==> src/rtl/dm_access_ctrl_pkg.sv <==
// Shared definitions for the data-memory access controller: request opcodes,
// FSM states and store lane helpers.
package dm_access_ctrl_pkg;

  typedef enum logic [2:0] {
    OP_WORD     = 3'b000,
    OP_BYTEZERO = 3'b001,
    OP_BYTESIGN = 3'b010,
    OP_HALFZERO = 3'b011,
    OP_HALFSIGN = 3'b100
  } op_e;

  typedef enum logic [1:0] {
    ST_IDLE,
    ST_ACCESS,
    ST_WAIT,
    ST_RESP
  } state_e;

  function automatic logic [3:0] store_be(input logic [2:0] op, input logic [1:0] lane);
    logic [3:0] be;
    case (op)
      OP_WORD:                  be = 4'b1111;
      OP_BYTEZERO, OP_BYTESIGN: be = 4'b0001 << lane;
      OP_HALFZERO, OP_HALFSIGN: be = lane[1] ? 4'b1100 : 4'b0011;
      default:                  be = 4'b0000;
    endcase
    return be;
  endfunction

  function automatic logic [31:0] store_data(input logic [2:0] op, input logic [31:0] wdata);
    logic [31:0] d;
    case (op)
      OP_BYTEZERO, OP_BYTESIGN: d = {4{wdata[7:0]}};
      OP_HALFZERO, OP_HALFSIGN: d = {2{wdata[15:0]}};
      default:                  d = wdata;
    endcase
    return d;
  endfunction

endpackage

==> src/rtl/dm_load_lane.sv <==
// Selects the addressed byte/half lane of a memory word and sign- or
// zero-extends it according to the load opcode.
module dm_load_lane
  import dm_access_ctrl_pkg::*;
(
  input  logic [31:0] word,
  input  logic [1:0]  lane,
  input  logic [2:0]  op,
  output logic [31:0] data
);

  logic [7:0]  byte_sel;
  logic [15:0] half_sel;

  always_comb begin
    byte_sel = 8'(word >> {lane, 3'b000});
    half_sel = lane[1] ? word[31:16] : word[15:0];
    case (op)
      OP_BYTEZERO: data = {24'b0, byte_sel};
      OP_BYTESIGN: data = {{24{byte_sel[7]}}, byte_sel};
      OP_HALFZERO: data = {16'b0, half_sel};
      OP_HALFSIGN: data = {{16{half_sel[15]}}, half_sel};
      default:     data = word;
    endcase
  end

endmodule

==> src/rtl/dm_access_ctrl.sv <==
// Sequences MEM-stage loads/stores onto a single-port synchronous data memory
// with RD_LAT-cycle read latency, stalling the pipeline until the response.
module dm_access_ctrl
  import dm_access_ctrl_pkg::*;
#(
  parameter int RD_LAT   = 1,
  parameter int DM_WORDS = 1024
) (
  input  logic        clk,
  input  logic        reset,
  input  logic        req_valid,
  input  logic        req_we,
  input  logic [2:0]  req_op,
  input  logic [31:0] req_addr,
  input  logic [31:0] req_wdata,
  output logic        req_ready,
  output logic        stall,
  output logic        resp_valid,
  output logic [31:0] resp_rdata,
  output logic        resp_err,
  output logic        mem_en,
  output logic [3:0]  mem_we,
  output logic [29:0] mem_addr,
  output logic [31:0] mem_wdata,
  input  logic [31:0] mem_rdata
);

  localparam logic [32:0] ADDR_LIMIT = 33'(DM_WORDS) * 33'd4;
  localparam logic [1:0]  LAT        = 2'(RD_LAT);

  state_e      state, next_state;
  logic        req_err;
  logic        lat_we;
  logic [2:0]  lat_op;
  logic [1:0]  lat_lane;
  logic [1:0]  cnt;
  logic [31:0] load_data;

  dm_load_lane u_load_lane (
    .word (mem_rdata),
    .lane (lat_lane),
    .op   (lat_op),
    .data (load_data)
  );

  always_comb begin
    req_err = 1'b0;
    case (req_op)
      OP_WORD:                  req_err = (req_addr[1:0] != 2'b00);
      OP_BYTEZERO, OP_BYTESIGN: req_err = 1'b0;
      OP_HALFZERO, OP_HALFSIGN: req_err = req_addr[0];
      default:                  req_err = 1'b1;
    endcase
    if ({1'b0, req_addr} >= ADDR_LIMIT) req_err = 1'b1;
  end

  always_comb begin
    next_state = state;
    case (state)
      ST_IDLE:   if (req_valid) next_state = req_err ? ST_RESP : ST_ACCESS;
      ST_ACCESS: next_state = lat_we ? ST_RESP : ST_WAIT;
      ST_WAIT:   if (cnt == LAT) next_state = ST_RESP;
      ST_RESP:   next_state = ST_IDLE;
      default:   next_state = ST_IDLE;
    endcase
  end

  // Memory-side and response outputs are registered off next_state so each is
  // asserted exactly for the cycle spent in the matching state.
  always_ff @(posedge clk) begin
    if (reset) begin
      state      <= ST_IDLE;
      lat_we     <= 1'b0;
      lat_op     <= '0;
      lat_lane   <= '0;
      cnt        <= '0;
      resp_valid <= 1'b0;
      resp_err   <= 1'b0;
      resp_rdata <= '0;
      mem_en     <= 1'b0;
      mem_we     <= '0;
      mem_addr   <= '0;
      mem_wdata  <= '0;
    end else begin
      state      <= next_state;
      resp_valid <= (next_state == ST_RESP);
      mem_en     <= (next_state == ST_ACCESS);
      mem_we     <= '0;
      cnt        <= (state == ST_WAIT) ? cnt + 2'd1 : 2'd1;
      resp_rdata <= (state == ST_WAIT && cnt == LAT) ? load_data : '0;
      if (state == ST_RESP) resp_err <= 1'b0;
      if (state == ST_IDLE && req_valid) begin
        lat_we   <= req_we;
        lat_op   <= req_op;
        lat_lane <= req_addr[1:0];
        resp_err <= req_err;
      end
      if (next_state == ST_ACCESS) begin
        mem_addr  <= req_addr[31:2];
        mem_we    <= req_we ? store_be(req_op, req_addr[1:0]) : 4'b0000;
        mem_wdata <= store_data(req_op, req_wdata);
      end
    end
  end

  always_comb begin
    req_ready = (state == ST_IDLE);
    stall     = (state != ST_RESP) && (req_valid || state != ST_IDLE);
  end

endmodule
==> config.mk <==
export PLATFORM = sky130hd
export DESIGN_NAME = dm_access_ctrl
export DESIGN_NICKNAME = d
export VERILOG_FILES = /design/src/rtl/dm_access_ctrl_pkg.sv /design/src/rtl/dm_load_lane.sv /design/src/rtl/dm_access_ctrl.sv
export SDC_FILE = /design/constraint.sdc
export NUM_CORES = 1
export LEC_CHECK = 0
export BUFFER_PORTS_ARGS = -buffer_cell sky130_fd_sc_hd__buf_2
export CORE_MARGIN = 1
export CORE_UTILIZATION = 43
export CTS_CLUSTER_DIAMETER = 200
export DETAILED_ROUTE_END_ITERATION = 6
export GPL_TIMING_DRIVEN = 1
export PLACE_DENSITY = 0.74
export SYNTH_ARGS = -nofsm -noshare
export SYNTH_HDL_FRONTEND = slang
export SYNTH_HIERARCHICAL = 1
export SYNTH_SLANG_ARGS = --single-unit
==> constraint.sdc <==
create_clock -name clk -period 2 [get_ports clk]
set_input_delay 0.2 -clock clk [delete_from_list [all_inputs] [get_ports clk]]
set_output_delay 0.2 -clock clk [all_outputs]
set_load 0.02 [all_outputs]
# Word level (Yosys, flattened, before mapping)
# Cells that the tools add are included.
[totals] register_bits=111 latch_bits=0 mem_bits_rw=0 mem_bits_ro=0 inputBits=103 output_inout_bits=103 wordCells=65 mem_count=0
[classes] add_sub_neg=1 mul=0 n_div=0 order_cmp=1 eq_ne=15 shift=2 mux=15 bitwise_logic=4 reduce_logical=14
[ops] op="32-bit one-hot mux with 4 select lines" count=1
[ops] op="32-bit one-hot mux with 2 select lines" count=1
[ops] op="32-bit by 13-bit greater-or-equal comparator with 1-bit output, second input constant" count=1
[ops] op="32-bit by 5-bit right shift with 8-bit output" count=1
[ops] op="16-bit 2-to-1 mux" count=1
[ops] op="3-bit by 2-bit equality test with 1-bit output, second input constant" count=4
[ops] op="4-bit one-hot mux with 3 select lines" count=1
[ops] op="2-bit one-hot mux with 4 select lines" count=1
[ops] op="2-bit OR reduction" count=4
[ops] op="2-bit by 1-bit equality test with 1-bit output, second input constant" count=3
[ops] op="2-bit equality test, second input constant" count=3
[ops] op="3-bit by 1-bit equality test with 1-bit output, second input constant" count=2
[ops] op="3-bit equality test, second input constant" count=2
[ops] op="2-bit 2-to-1 mux" count=3
[ops] op="2-bit nonzero test" count=3
[ops] op="1-bit 2-to-1 mux" count=5
[ops] op="4-bit 2-to-1 mux" count=1
[ops] op="1-bit inverter" count=4
[ops] op="1-bit by 2-bit << shifter with 4-bit output, first input constant" count=1
[ops] op="1-bit logical AND" count=3
[ops] op="3-bit logical NOT" count=1
[ops] op="1-bit one-hot mux with 3 select lines" count=1
[ops] op="3-bit OR reduction" count=1
[ops] op="2-bit by 1-bit adder with 2-bit output, second input constant" count=1
[ops] op="other kinds (3)" count=3

# Logic depth before layout (Yosys ltp)
[depth] depth_word=10 mapped_depth=9 depth_no_buf=7

# Cells and area by module
# The synthesis kept the hierarchy.
[modules_own_cells] module="dm_access_ctrl" n_inst=1 cells_per_inst=488 area_each_um2=4524.3 seq_area_each_um2=2222.1
[modules_own_cells] module="dm_load_lane" n_inst=1 cells_per_inst=147 area_each_um2=939.7 seq_area_each_um2=0.0

# Least setup slack after synthesis
# Ideal clock, no wire load.
[synth_path] kind="reg2reg" from="register state[0]" to="register mem_addr[19]" setup_time_ps=132 arrival_time_ps=1965 required_time_ps=1868 path_slack_ps=-97 path_stages_with_launch=10 n_path_buf=2 synth_period_minus_slack_ps=2097 path_cell_list="dfxtp_1 inv_1 ha_1 nor2b_1 a31oi_1 nand2_1 clkbuf_1 clkbuf_1 o21ai_1 a21oi_1"
[synth_via] elab_chain_cells=3 elab_cells_between_ends=8 classes_between="4 x eq/ne; 3 x mux; 1 x reduce/logical"
[synth_rtl] item="start, declared" line_no="dm_access_ctrl.sv:31" source="state_e state, next_state;"
[synth_rtl] item="start signal, assigned" line_no="dm_access_ctrl.sv:85" source="state <= next_state;"
[synth_rtl] item="2-bit logical NOT"
[synth_rtl] item="named net req_ready" line_no="dm_access_ctrl.sv:16" source="output logic req_ready,"
[synth_rtl] item="2-bit one-hot mux with 4 select lines" line_no="dm_access_ctrl.sv:59" source="case (state)"
[synth_rtl] item="2-bit by 1-bit equality test with 1-bit output" line_no="dm_access_ctrl.sv:98" source="if (next_state == ST_ACCESS) begin"
[synth_rtl] item="end signal, assigned" line_no="dm_access_ctrl.sv:99" source="mem_addr <= req_addr[31:2];"
[synth_rtl] item="end, declared" line_no="dm_access_ctrl.sv:23" source="output logic [29:0] mem_addr,"
# The timed path passes the listed nets, and every way through them passes these cells.
# A chain may end at the register's enable or synchronous reset.

# Worst setup path after layout
[layout_path] from="register state[0]" to="register mem_wdata[11]"
[layout_via] elab_chain_cells=3 elab_cells_between_ends=8 classes_between="4 x eq/ne; 3 x mux; 1 x reduce/logical"
[layout_rtl] item="2-bit equality test, or another cell as far along" line_no="dm_access_ctrl.sv:59"
[layout_rtl] item="2-bit one-hot mux with 4 select lines (*)" line_no="dm_access_ctrl.sv:59"
[layout_rtl] item="2-bit by 1-bit equality test with 1-bit output (*)" line_no="dm_access_ctrl.sv:98"
[layout_rtl] item="end signal, assigned" line_no="dm_access_ctrl.sv:101" source="mem_wdata <= store_data(req_op, req_wdata);"
[layout_rtl] item="end, declared" line_no="dm_access_ctrl.sv:24" source="output logic [31:0] mem_wdata,"
# Mark *: on every way between the ends. The rest lies on a longest branch, timed or not.

==> impl_metrics.py <==
metrics = {
    "run_status": {
        "run_status": "finished, final reports clean",
    },
    "clock_network": {
        "postCtsSetupBuffers": 0,
        "cts.sinks": 111,
        "clk_latency_ns": 0.36,
        "cts_tree": "built",
        "clockBufferDepth": 2,
        "cts_inserted_buffers": 9,
        "cts_resized": 0,
        "path_clk_slew_ns": 0.08,
        "cts.hold.buffers_added": 0,
        "htree_levels": 3,
        "cts_root_buf": "clkbuf_16",
    },
    "timing": {
        "worst_slack_ns": 0.1403,
        "rsz0062_at_grt": "no",
        "hold_violations": 0,
        "setup-violations-final": 0,
        "skew_ns": 0.007431,
        "slew_headroom_pct": 41.04,
        "finalCriticalPeriod_ns": 1.860,
        "period_share_pct": 92.99,
        "max_freq_ghz": 0.5377,
        "worst_pin_slew_ns": 0.8843,
        "final-max-slew-violation-count": 0,
    },
    "yosys": {
        "synth_fp_nets": 743,
        "ys_seq_area_share_pct": 40.67,
        "ys_ff_latch": 111,
        "ys.flop_type": "dfxtp_1",
        "synthArstFlopShare_pct": 0,
        "synth-edff-count": 0,
        "netlist_area_um2": 5464,
        "syn_inst": 635,
        "synth_warnings": 6,
        "avgSynthCellArea_um2": 8.605,
        "synth.distinct_cells": 54,
    },
    "setup_path": {
        "critPathLaunchType": "flip-flop",
        "r2r_slack_ns": 0.14,
        "crit_path_max_fanout": 39,
        "cp-end-kind": "flip-flop",
        "crit_type": "flip-flop to flip-flop",
        "critPathRequiredTime_ns": 2.21,
        "worstPathArrival_ns": 2.07,
    },
    "min_path": {
        "worstHoldPathType": "primary input to flip-flop",
    },
    "power_and_ir_drop": {
        "switchingPower_w": 0.004378,
        "clkPwrFrac_pct": 16.9,
        "irDropWorstVdd_mv": 0.8353,
        "p_int_w": 0.005791,
        "combPwrFrac_pct": 52.0,
        "pwr-share-seq_pct": 31.2,
        "swShare_pct": 43.05,
        "p_leak_nw": 3.157,
        "power.density_nw_per_um2": 1434,
    },
    "grt": {
        "grt_max_degree": 73,
        "grt_pass1_vias": 5028,
        "grt_use_total_pct": 23.99,
        "gr-total-overflow": 0,
        "antenna_found_initial": 0,
        "grt_pass1_wl_um": 24900,
    },
    "route": {
        "drt_iter0_markers": 448,
        "vias_per_cell": 5.584,
        "wire_per_inst_um": 15.77,
        "vias": 5601,
        "postRouteAntennaNets": 0,
        "drc_errors": 0,
        "wl_um": 15820,
        "dr.pass1.iters": 5,
    },
    "placed_design": {
        "place_ws_ns": -0.09162,
        "detailed_place_hpwl_um": 11350,
        "globalplace.congestion": 0.8415,
        "portBuffers": 205,
        "place_area_um2": 6792,
    },
    "floorplanning": {
        "rows": 40,
        "die-area_um2": 13160,
        "core_area_um2": 12210,
        "start_util_pct": 44.74,
        "die_w_um": 114.7,
        "die_h_um": 114.7,
        "num_io_pins": 206,
    },
    "final_layout": {
        "n_antenna_cell": 0,
        "syn2layout_area_growth_pct": 29.77,
        "fill_cells": 1142,
        "fin_util_pct": 58.06,
        "nets": 938,
        "final_cell_area_um2": 7091,
        "drive_above_1_share_pct": 36.89,
    },
    "run": {
        "maxCapViolations": 0,
    },
}
[critical path: stages, from the launching register on]
cell	delay (ns)
dfxtp_2	0.34
inv_2	0.10
ha_2	0.21
o21ai_0	0.11
a32oi_2	0.24
nand2_1	0.13
buf_12	0.20
nor2_8	0.11
buf_12	0.17
a211oi_1	0.08
[power groups by stage]
stage          clock network, W  registers (W)  logic (W)
2_1_floorplan                 0        0.00386    0.00281
3_3_place_gp                  0        0.00320    0.00515
3_5_place_dp                  0        0.00320    0.00523
4_1_cts                 0.00175        0.00316    0.00524
5_1_grt                 0.00184        0.00324    0.00572
6_report                0.00172        0.00317    0.00529
[per-layer routing]
metal	vias to the layer above	wire length (µm)	share of wire, %	global-route usage [%]
li1	2674	-	-	-
met1	2653	6598	42	29.17
met2	259	7661	48	41.01
met3	15	1373	8.7	7.729
met4	0	189	1.2	6.061
met5	-	0	0	0
[Yosys cell counts, types with 2 or more instances]
cell	count	area share, %
nor3_1	2	0.18
a221o_1	7	1.3
nor2_1	13	0.89
a21oi_1	98	9.0
dfxtp_1	111	41
nand3_1	44	4.0
a211oi_2	20	4.6
inv_1	7	0.48
nand2b_1	5	0.57
and3b_1	2	0.32
ha_1	5	1.1
a211oi_1	4	0.55
buf_4	9	1.2
buf_6	3	0.62
o221ai_1	2	0.32
a22oi_1	15	2.1
buf_2	13	1.2
nand2_1	47	3.2
nor4_1	5	0.57
clkbuf_1	31	2.1
and2_1	33	3.8
mux2i_1	18	3.3
or3_1	3	0.34
o21ai_0	41	3.8
o21a_1	2	0.27
a21o_1	16	2.2
nand4_1	2	0.23
o21ai_1	33	3.0
nor2b_1	11	1.3
mux2_2	9	1.9
[sequential cells by signal (all words and copies together) (netlist names), 2 cells and up]
signal      count
resp_rdata     32
mem_addr       30
cnt             2
mem_wdata      32
mem_we          4
lat_op          3
state           2
lat_lane        2
[cells by family (layout without fill, tap and decap cells)]
group                    after synthesis  count (layout)  share of synthesized area, %
flip-flops                           111             111                         40.67
adder cells (fa/ha/maj)                5               5                         1.145
AND/OR/NAND/NOR                      175             175                         16.99
buffers and inverters                 65             265                         5.793
multiplexers                          28              28                         5.404
XOR/XNOR                               2               2                        0.4581
AO/OA/AOI/OAI                        249             249                         29.54
[metrics by stage]
step | hold WS, ns | std cells | setup TNS (ns) | power [W]
finish | 0.04572 | 1003 | 0 | 0.01017
global placement | 0.4343 | 987 | -3.083 | 0.008348
detailed placement | 0.4420 | 987 | -2.416 | 0.008421
floorplan | 0.3405 | 635 | 0 | 0.006675
CTS | 0.06631 | 1003 | 0 | 0.01015
global route | 0.05621 | 1003 | 0 | 0.01080
[layout make-up]
type,count,area (µm²),area share (%)
multi-input cells,459,2969,41.87
flip-flops and latches,111,2225,31.37
repair buffers,241,1384,19.52
clock buffers,11,232.7,3.282
well taps,168,210.2,2.965
clock inverters,5,40.04,0.5647
inverters,8,30.03,0.4235
[cells in the final DEF, fill, tap and decap left out, types with 3 or more instances in the layout]
| cell | synthesis | routed |
|---|---|---|
| buf_2 | 13 | 205 |
| dfxtp_1 | 111 | 109 |
| a21oi_1 | 98 | 98 |
| nand2_1 | 47 | 47 |
| nand3_1 | 44 | 44 |
| o21ai_0 | 41 | 41 |
| o21ai_1 | 33 | 33 |
| and2_1 | 33 | 32 |
| buf_4 | 9 | 29 |
| a211oi_2 | 20 | 20 |
| mux2i_1 | 18 | 18 |
| a21o_1 | 16 | 16 |
| a22oi_1 | 15 | 15 |
| nor2_1 | 13 | 13 |
| nor2b_1 | 11 | 10 |
| mux2_2 | 9 | 9 |
| clkbuf_16 | 0 | 9 |
| buf_12 | 0 | 7 |
| a221o_1 | 7 | 7 |
| inv_1 | 7 | 6 |
| nor4_1 | 5 | 5 |
| nand2b_1 | 5 | 5 |
| a211oi_1 | 4 | 4 |
| or3_1 | 3 | 3 |
| ha_1 | 5 | 3 |
[worst paths after layout]
| check | from | end | depth (start not counted) |
|---|---|---|---|
| setup / recovery | state[0] | mem_wdata[11] | 9 |
| hold / removal | reset | state[0] | 2 |
| setup reg to reg | state[0] | mem_wdata[11] | 9 |
| hold reg to reg | cnt[0] | cnt[0] | 1 |
(Power assumes the default switching activity.)
